$ cat src/rtl/fetch_sequencer_if.sv
// rtl/fetch_sequencer_if.sv - fetch sequencer bus: control inputs, ROM data, PC/Instr/status outputs
interface fetch_sequencer_if #(
   parameter int PCW  = 10,
   parameter int IW   = 9,
   parameter int CNTW = 16
);
   logic            i_start;
   logic [IW-1:0]   i_rom_data;
   logic            i_branch;
   logic            i_jump;
   logic            i_taken;
   logic [PCW-1:0]  i_target;
   logic            i_stall;
   logic [PCW-1:0]  o_pc;
   logic [IW-1:0]   o_instr;
   logic            o_instr_valid;
   logic            o_done;
   logic [CNTW-1:0] o_cycle_cnt;

   modport master (
      output i_start, i_rom_data, i_branch, i_jump, i_taken, i_target, i_stall,
      input  o_pc, o_instr, o_instr_valid, o_done, o_cycle_cnt
   );

   modport slave (
      input  i_start, i_rom_data, i_branch, i_jump, i_taken, i_target, i_stall,
      output o_pc, o_instr, o_instr_valid, o_done, o_cycle_cnt
   );
endinterface

$ cat src/rtl/fetch_sequencer.sv
// rtl/fetch_sequencer.sv - instruction fetch / PC sequencer with Start/Done run bracketing
// Next-PC is registered; Instr is forwarded combinationally so the decoder sees it with zero latency.
module fetch_sequencer #(
   parameter int            PCW  = 10,
   parameter int            IW   = 9,
   parameter logic [IW-1:0] HALT = 9'h1FF,
   parameter int            CNTW = 16
) (
   input  logic               i_clk,
   input  logic               i_reset,
   fetch_sequencer_if.slave   bus
);
   typedef enum logic [1:0] {
      S_IDLE = 2'd0,
      S_RUN  = 2'd1,
      S_DONE = 2'd2
   } state_t;

   state_t          r_state;
   logic [PCW-1:0]  r_pc;
   logic            r_done;
   logic [CNTW-1:0] r_cycle_cnt;
   logic            w_run;

   assign w_run = (r_state == S_RUN);

   always_ff @(posedge i_clk) begin
      if (i_reset) begin
         r_state     <= S_IDLE;
         r_pc        <= '0;
         r_done      <= 1'b0;
         r_cycle_cnt <= '0;
      end else begin
         case (r_state)
            S_IDLE: begin
               if (bus.i_start) begin
                  r_state     <= S_RUN;
                  r_pc        <= '0;
                  r_cycle_cnt <= '0;
               end
            end
            S_RUN: begin
               // Counts stalled and HALT cycles too; saturates at all-ones.
               if (r_cycle_cnt != {CNTW{1'b1}})
                  r_cycle_cnt <= r_cycle_cnt + CNTW'(1);
               if (bus.i_stall) begin
                  r_pc <= r_pc;
               end else if (bus.i_rom_data == HALT) begin
                  r_state <= S_DONE;
                  r_done  <= 1'b1;
               end else if (bus.i_jump) begin
                  r_pc <= bus.i_target;
               end else if (bus.i_branch && bus.i_taken) begin
                  r_pc <= bus.i_target;
               end else begin
                  r_pc <= r_pc + PCW'(1);
               end
            end
            S_DONE: begin
               if (bus.i_start) begin
                  r_state     <= S_RUN;
                  r_pc        <= '0;
                  r_cycle_cnt <= '0;
                  r_done      <= 1'b0;
               end
            end
            default: begin
               r_state <= S_IDLE;
               r_done  <= 1'b0;
            end
         endcase
      end
   end

   assign bus.o_pc          = r_pc;
   assign bus.o_instr       = w_run ? bus.i_rom_data : '0;
   assign bus.o_instr_valid = w_run;
   assign bus.o_done        = r_done;
   assign bus.o_cycle_cnt   = r_cycle_cnt;
endmodule

$ cat src/flat_wrapper.sv
// flat-port wrapper written by rule: the top's interface ports become plain ports
module fetch_sequencer_flat 
#(
   parameter int            PCW  = 10,
   parameter int            IW   = 9,
   parameter logic [IW-1:0] HALT = 9'h1FF,
   parameter int            CNTW = 16
)
  (i_clk, i_reset, bus_i_start, bus_i_rom_data, bus_i_branch, bus_i_jump, bus_i_taken, bus_i_target, bus_i_stall, bus_o_pc, bus_o_instr, bus_o_instr_valid, bus_o_done, bus_o_cycle_cnt);
  fetch_sequencer_if #(.PCW(PCW), .IW(IW), .CNTW(CNTW)) bus_i ();
  input  logic i_clk;
  input  logic i_reset;
  input wire logic [$bits(bus_i.i_start)-1:0] bus_i_start;
  input wire logic [$bits(bus_i.i_rom_data)-1:0] bus_i_rom_data;
  input wire logic [$bits(bus_i.i_branch)-1:0] bus_i_branch;
  input wire logic [$bits(bus_i.i_jump)-1:0] bus_i_jump;
  input wire logic [$bits(bus_i.i_taken)-1:0] bus_i_taken;
  input wire logic [$bits(bus_i.i_target)-1:0] bus_i_target;
  input wire logic [$bits(bus_i.i_stall)-1:0] bus_i_stall;
  output wire logic [$bits(bus_i.o_pc)-1:0] bus_o_pc;
  output wire logic [$bits(bus_i.o_instr)-1:0] bus_o_instr;
  output wire logic [$bits(bus_i.o_instr_valid)-1:0] bus_o_instr_valid;
  output wire logic [$bits(bus_i.o_done)-1:0] bus_o_done;
  output wire logic [$bits(bus_i.o_cycle_cnt)-1:0] bus_o_cycle_cnt;
  assign bus_i.i_start = bus_i_start;
  assign bus_i.i_rom_data = bus_i_rom_data;
  assign bus_i.i_branch = bus_i_branch;
  assign bus_i.i_jump = bus_i_jump;
  assign bus_i.i_taken = bus_i_taken;
  assign bus_i.i_target = bus_i_target;
  assign bus_i.i_stall = bus_i_stall;
  assign bus_o_pc = bus_i.o_pc;
  assign bus_o_instr = bus_i.o_instr;
  assign bus_o_instr_valid = bus_i.o_instr_valid;
  assign bus_o_done = bus_i.o_done;
  assign bus_o_cycle_cnt = bus_i.o_cycle_cnt;
  fetch_sequencer #(.PCW(PCW), .IW(IW), .HALT(HALT), .CNTW(CNTW)) u_core (.i_clk(i_clk), .i_reset(i_reset), .bus(bus_i));
endmodule
$ cat config.mk
export PLATFORM = sky130hd
export DESIGN_NAME = fetch_sequencer_flat
export DESIGN_NICKNAME = d
export VERILOG_FILES = /design/src/rtl/fetch_sequencer_if.sv /design/src/rtl/fetch_sequencer.sv /design/src/flat_wrapper.sv
export SDC_FILE = /design/constraint.sdc
export NUM_CORES = 1
export LEC_CHECK = 0
export ABC_AREA = 1
export CORE_MARGIN = 2
export CORE_UTILIZATION = 38
export DETAILED_ROUTE_END_ITERATION = 16
export GPL_TIMING_DRIVEN = 1
export PLACE_DENSITY = 0.82
export SYNTH_ARGS = -nofsm -noshare
export SYNTH_HDL_FRONTEND = slang
export SYNTH_SLANG_ARGS = --single-unit
$ cat constraint.sdc
create_clock -name i_clk -period 1.5 [get_ports i_clk]
set_clock_uncertainty 0.2 [all_clocks]
set_input_delay 0.45 -clock i_clk [delete_from_list [all_inputs] [get_ports i_clk]]
set_output_delay 0.45 -clock i_clk [all_outputs]
set_load 0.05 [all_outputs]
==> results of run 1 <==
-- per-stage QoR --
stage,power [mW],hold WS [ns],util,setup slack [ns],std cells
2_1_floorplan,1.212,0.2398,-,-0.2457,313
3_3_place_gp,1.551,0.2494,0.7268,-0.4564,489
3_5_place_dp,1.571,0.2826,0.7268,-0.5351,489
4_1_cts,2.336,0.2982,0.8408,-0.2813,524
5_1_grt,2.655,0.3227,0.9070,-0.4994,538
6_report,2.595,0.3046,0.9070,-0.4959,538
-- state kept, by name, indices dropped and copies added, names as in the netlist --
name,cells
u_core.bus.o_cycle_cnt,16
u_core.r_state,2
u_core.bus.o_done,1
u_core.bus.o_pc,10
-- synth_stat cells (2+ instances only) --
cell	instances
a21oi_1	17
a21oi_2	5
buf_6	2
clkbuf_1	2
dfxtp_1	29
ha_1	2
inv_1	40
inv_2	4
nand2_1	92
nand2_2	4
nand2_4	3
nand3_1	22
nand4_1	6
nor2_1	47
nor2_2	2
nor3_1	4
nor3b_1	2
o21ai_0	13
o21bai_1	2
xor2_1	3
-- power by group --
group	switching [mW]	leakage (nW)	internal (mW)
registers	0.0441	0.253	0.779
logic	0.596	1.55	0.476
clock network	0.381	0.0439	0.320
-- per-layer routing --
| layer | GRT usage | vias to the layer above | part of all wire |
|---|---|---|---|
| li1 | - | 1303 | - |
| met2 | 0.5787 | 345 | 0.47 |
| met1 | 0.3390 | 1500 | 0.34 |
| met5 | 0 | - | 0 |
| met4 | 0.1559 | 0 | 0.078 |
| met3 | 0.07672 | 121 | 0.11 |
-- kinds of logic after synthesis --
family,after synthesis,synth area share
DFF,29,0.2997
AOI/OAI and AO/OA,39,0.1214
xor gates and xnor gates,4,0.01809
muxes,1,0.005168
adders and majority gates,2,0.01292
buffers and inverters,50,0.1124
and+or+nand+nor,188,0.4302
-- final cells by class --
class,count,area share
clock inverter,3,0.004009
sequential,29,0.1492
tap,67,0.01919
multi-input combinational,236,0.3537
inverter,44,0.04296
clock buffer,5,0.01575
timing repair buffer,154,0.4152
-- critical path, delay by kind of cell, from the launching register on --
family / cells / cell delay, ns
buf+inv: 4 / 0.43
flops: 1 / 0.38
simple gates: 5 / 0.80
compound gates: 1 / 0.07
-- timing repair --
item	4_1_cts	5_1_grt
resized for setup	85	70
gates cloned	2	0
setup endpoints to repair	62	62
pin swaps	25	45
hold buffers	0	0
setup buffers	28	17
-- final timing paths --
kind / start / end
max reg2reg: u_core.r_state[1] / u_core.bus.o_cycle_cnt[5]
min: u_core.bus.o_done / u_core.bus.o_done
max: u_core.r_state[1] / u_core.bus.o_cycle_cnt[5]
min reg2reg: u_core.bus.o_done / u_core.bus.o_done
==> results.md, run 1 <==
* Lkg Pwr at between 1.5 and 2 nW
* Most common cell after layout, fill and taps aside: nand2_1
* Relative slew slack at 0.7172
* GPL Wtd Cong at 0.8989
* Least-Margin Pin Slew at between 0.4 and 0.5 ns
* Layout fillers at 172
* Core area at approximately 4800 um2
* Worst hold path class: flip-flop to flip-flop
* Worst-case reg-to-reg path depth at 10
* GRT overflow at 0
* GRT Total Usage at 0.3169
* Clock sink count at 29
* CTS Root Cell: clkbuf_8
* Mapped Area at between 1500 and 2000 um2
* DR WL/cell at approximately 23 um
* Async SR Flop Fraction at 0
* Arr. time, crit path at between 1.5 and 2 ns
* Global-route wire length before repair at between 10 and 15 mm
* DIE AREA at 5684 um2
* Chip width at around 75 um
* Total Routed Length at ~12 mm
* Unique masters post-synth at 32
* Largest net degree at the start of global routing at 14
* Starting Density at 0.4021
* Post-synth EDFFs at 0
* RSZ-0062 raised after global routing: true
* Period utilization at 1.331
* Most frequent cells in the layout: nand2_1 (67), buf_4 (58), buf_12 (39)
* Setup violations, final at just over 60
* Crit end category: flip-flop
* Final Hold Fails at 0
* Post-synthesis net count at between 300 and 400
* Crit path kind: flip-flop to flip-flop
* Row cnt at 25
* IO Pins at 63
* CP max stage delay at roughly 0.38 ns
* Peak supply drop at roughly 0.57 mV
* Cell Pwr Density at just under 600 nW/um2
* Antenna Nets Post-Route at 0
* Max-cap violation count at 0
* FMAX at ~0.50 GHz
* Design area at approximately 4400 um2
* Area post-placement at around 3500 um2
* Status: complete, but fails checks
* Nets@finish at roughly 500
* Cell taking the most area after synthesis: dfxtp_1
* Slew Viols, Final at 0
* CTS buffer count at 5
* Cells taking the most area after synthesis: dfxtp_1 (30%), nand2_1 (18%), nor2_1 (9.1%)
* Dpl hpwl at approximately 4.9 mm
* Number of diodes at 0
* Fraction of final layout cells sized beyond drive strength 1 at 0.5563
* Post-Syn Instances at around 310
* Crit-path max FO at 7
* Multi-input logic area at 1545 um2
* CTS Buffer Depth at 2
* Minimum clock period at between 1.5 and 2 ns
* Initial antenna violation count at 0
* Mean cell area of the mapped netlist at roughly 6.2 um2
* Startpoint Class: flip-flop
* Crit-path cells: inv_8, nand2_8, buf_6, nor3_4, nand2_4, nand2_8, buf_6, o21bai_1, inv_1, nor2_1
* Register area at between 600 and 700 um2
* Vias at around 3300
* Pre-antenna DRT Iters at 6
* Yosys reg bits at 29
* CP required at 1.48 ns
* Area growth syn-to-layout at 125.6%
* Number of port buffers at 62
* Die Ht at 75.40 um
* Critical path's slowest cell: dfxtp_4
* Vias in the first global route at between 2000 and 3000
* Setup ws final at -0.4959 ns
* Worst-skew pair later-pin latency at around 0.31 ns
* FF-to-FF setup slack at -0.50 ns
* Vias per inst at approximately 6.1
* Most used DFF post-synth: dfxtp_1
* CTS clock-pin slew for the worst setup and hold paths at 0.08 ns
* H-tree Lvls at 2
* Setup TNS at -13.46 ns
* Initial drt markers at 416
* Post-synth top area share at 0.2997
* Failing checks: setup timing
* DRC viols at 0
* CTS tree: built
* Hold Path Stages at 2
* Seq/Total Area, Yosys at 0.2997
* Ys Warns at 0
Power figures use the tool's default switching activity.
==> run 2, diff against run 1 <==
--- a/config.mk
+++ b/config.mk
@@ -10,6 +10,7 @@
 export CORE_UTILIZATION = 38
 export DETAILED_ROUTE_END_ITERATION = 16
 export GPL_TIMING_DRIVEN = 1
+export HOLD_SLACK_MARGIN = 0.15
 export PLACE_DENSITY = 0.82
 export SYNTH_ARGS = -nofsm -noshare
 export SYNTH_HDL_FRONTEND = slang
==> results of run 2 <==
Same layout as run 1: the final DEF is identical, and so are final timing and power.
==> run 3, diff against run 2 <==
--- a/config.mk
+++ b/config.mk
@@ -6,6 +6,7 @@
 export NUM_CORES = 1
 export LEC_CHECK = 0
 export ABC_AREA = 1
+export CORE_ASPECT_RATIO = 1.2
 export CORE_MARGIN = 2
 export CORE_UTILIZATION = 38
 export DETAILED_ROUTE_END_ITERATION = 16
==> run 3 against run 2 <==
Largest cell class unchanged. Register-to-register slack better by 0.17 ns. Routed wire length is 11% lower. Largest power group unchanged. Combinational power rose by 4%. Core utilization up 0.15 points. Critical path depth decreased by 5. The flow still finishes with violations (setup timing). Highest routed layer unchanged. Critical path type is now flip-flop to output port. Hold slack improved by 0.00085 ns.
==> results.md, run 3 (same netlist as run 1, synthesis figures left out) <==
* Final Hold Fails at 0 (unchanged)
* DR WL/cell at 21.08 um (was 22.88 um)
* Dpl hpwl at 4.660 mm (was 4.937 mm)
* Crit path kind: flip-flop to output port (was flip-flop to flip-flop)
* Cts hold-fix bufs at 0 (unchanged)
* CTS buffer count at 5 (unchanged)
* Starting Density at 0.3921 (was 0.4021)
* CP Launch Point: u_core.r_state[1] (unchanged)
* Lkg Pwr at 1.861 nW (was 1.844 nW)
* Max-cap violation count at 0 (unchanged)
* Total Routed Length at 10.96 mm (was 12.31 mm)
* RSZ-0062 raised after global routing: true (unchanged)
* Period utilization at 1.235 (was 1.331)
* Nets@finish at 487 (was 498)
* Max FFs per register at 16 (unchanged)
* Chip width at 69.17 um (was 75.40 um)
* GRT Total Usage at 0.2986 (was 0.3169)
* IO Pins at 63 (unchanged)
* Clock sink count at 29 (unchanged)
* GRT overflow at 0 (unchanged)
* Largest net degree at the start of global routing at 13 (was 14)
* Least-Margin Pin Slew at 0.4263 ns (was 0.4229 ns)
* Most frequent cells in the layout: nand2_1 (59), buf_4 (47), buf_12 (40) (was nand2_1 (67), buf_4 (58), buf_12 (39))
* Worst hold path class: flip-flop to flip-flop (unchanged)
* Row cnt at 28 (was 25)
* CTS Buffer Depth at 2 (unchanged)
* Pre-antenna DRT Iters at 4 (was 6)
* Area growth syn-to-layout at 131.7% (was 125.6%)
* DRC viols at 0 (unchanged)
* CTS Root Cell: clkbuf_8 (unchanged)
* Global-route wire length before repair at 13.37 mm (was 13.61 mm)
* Startpoint Class: flip-flop (unchanged)
* Placed Instances at 476 (was 489)
* FMAX at 0.5400 GHz (was 0.5010 GHz)
* Relative slew slack at 0.7136 (was 0.7172)
* CTS clock-pin slew for the worst setup and hold paths at 0.06 ns (was 0.08 ns)
* Number of port buffers at 62 (unchanged)
* Most common cell after layout, fill and taps aside: nand2_1 (unchanged)
* Vias in the first global route at 2819 (was 2953)
* Setup ws final at -0.3518 ns (was -0.4959 ns)
* Vias per inst at 5.644 (was 6.076)
* Die Ht at 82.21 um (was 75.40 um)
* Core area at 4940 um2 (was 4817 um2)
* Initial drt markers at 216 (was 416)
* Crit-path max FO at 5 (was 7)
* Arr. time, crit path at 1.20 ns (was 1.98 ns)
* Setup violations, final at 59 (was 62)
* Hold wc startpoint: u_core.r_state[1] (was u_core.bus.o_done)
* GPL Wtd Cong at 0.8183 (was 0.8989)
* Fraction of final layout cells sized beyond drive strength 1 at 0.6065 (was 0.5563)
* Slew Viols, Final at 0 (unchanged)
* Tot Pwr at 2.600 mW (was 2.595 mW)
* Cell Pwr Density at 579.4 nW/um2 (was 594.0 nW/um2)
* Post-Layout Cell Count at 520 (was 538)
* Antenna Nets Post-Route at 0 (unchanged)
* Peak supply drop at 0.7999 mV (was 0.5709 mV)
* Initial antenna violation count at 0 (unchanged)
* Failing checks: setup timing (unchanged)
* Status: complete, but fails checks (unchanged)
* Minimum clock period at 1.852 ns (was 1.996 ns)
* H-tree Lvls at 2 (unchanged)
* DIE AREA at 5686 um2 (was 5684 um2)
* FF-to-FF setup slack at -0.33 ns (was -0.50 ns)
* CP required at 0.85 ns (was 1.48 ns)
* Vias at 2935 (was 3269)
* Crit end category: output port (was flip-flop)
* Worst-skew pair later-pin latency at 0.30 ns (was 0.31 ns)
* Reg-to-reg critical path startpoint: u_core.bus.o_cycle_cnt[3] (was u_core.r_state[1])
* CTS tree: built (unchanged)
* Number of diodes at 0 (unchanged)
run 3: cell count changes in the layout (fill, tap and decap cells not counted), sizes merged:
cell	delta
clkdlybuf4s15	+7
clkbuf	+6
dlygate4sd2	-9
clkinv	-2
clkinvlp	-1
buf	-12
run 3: area by class of cell:
cell class                      count  area (um2)
Clock buffer                        8       80.08
Fill cell                         192       451.7
Inverter                           44       175.2
Multi-Input combinational cell    236        1738
Sequential cell                    29       646.9
Tap cell                           60       75.07
Timing Repair Buffer              143        1773
run 3: worst paths after layout:
kind,depth (start not counted),to
worst max-delay path,5,bus_o_instr[0]
worst max register to register,8,u_core.bus.o_cycle_cnt[15]
worst min register to register,2,u_core.r_state[1]
worst min-delay path,2,u_core.r_state[1]
run 3: timing repair:
item	in CTS	in global routing
endpoints found under the setup margin	61	60
resized for setup	105	106
pin swaps	34	56
setup buffers	27	12
gates cloned	4	0
run 3: power breakdown:
group	internal [mW]	switching [mW]
Combinational	0.500	0.613
Sequential	0.781	0.0365
Clock	0.330	0.341
Total	1.61	0.991
run 3: per-stage QoR:
stage          worst slack, ns  hold WS, ns    util  TNS [ns]  instance area [um2]
2_1_floorplan          -0.2457       0.2398       -    -5.029                 2072
3_3_place_gp           -0.4551       0.2503  0.7029    -15.52                 3472
3_5_place_dp           -0.5500       0.2604  0.7029    -17.12                 3472
4_1_cts                -0.3585       0.2737  0.8212    -8.220                 4056
5_1_grt                -0.4158       0.3046  0.9086    -13.10                 4488
6_report               -0.3518       0.3055  0.9086    -11.02                 4488
run 3: routing by layer:
layer	track usage	routed length [um]	vias up
li1	-	-	1282
met1	0.3188	4079	1413
met2	0.5471	5641	182
met3	0.05825	657	58
met4	0.1902	580	0
met5	0	0	-
run 3: critical path: stages (launching register included):
cell	delay, ns
dfxtp_2	0.33
inv_2	0.07
nand2_4	0.08
buf_16	0.16
nor2_4	0.11
buf_12	0.14
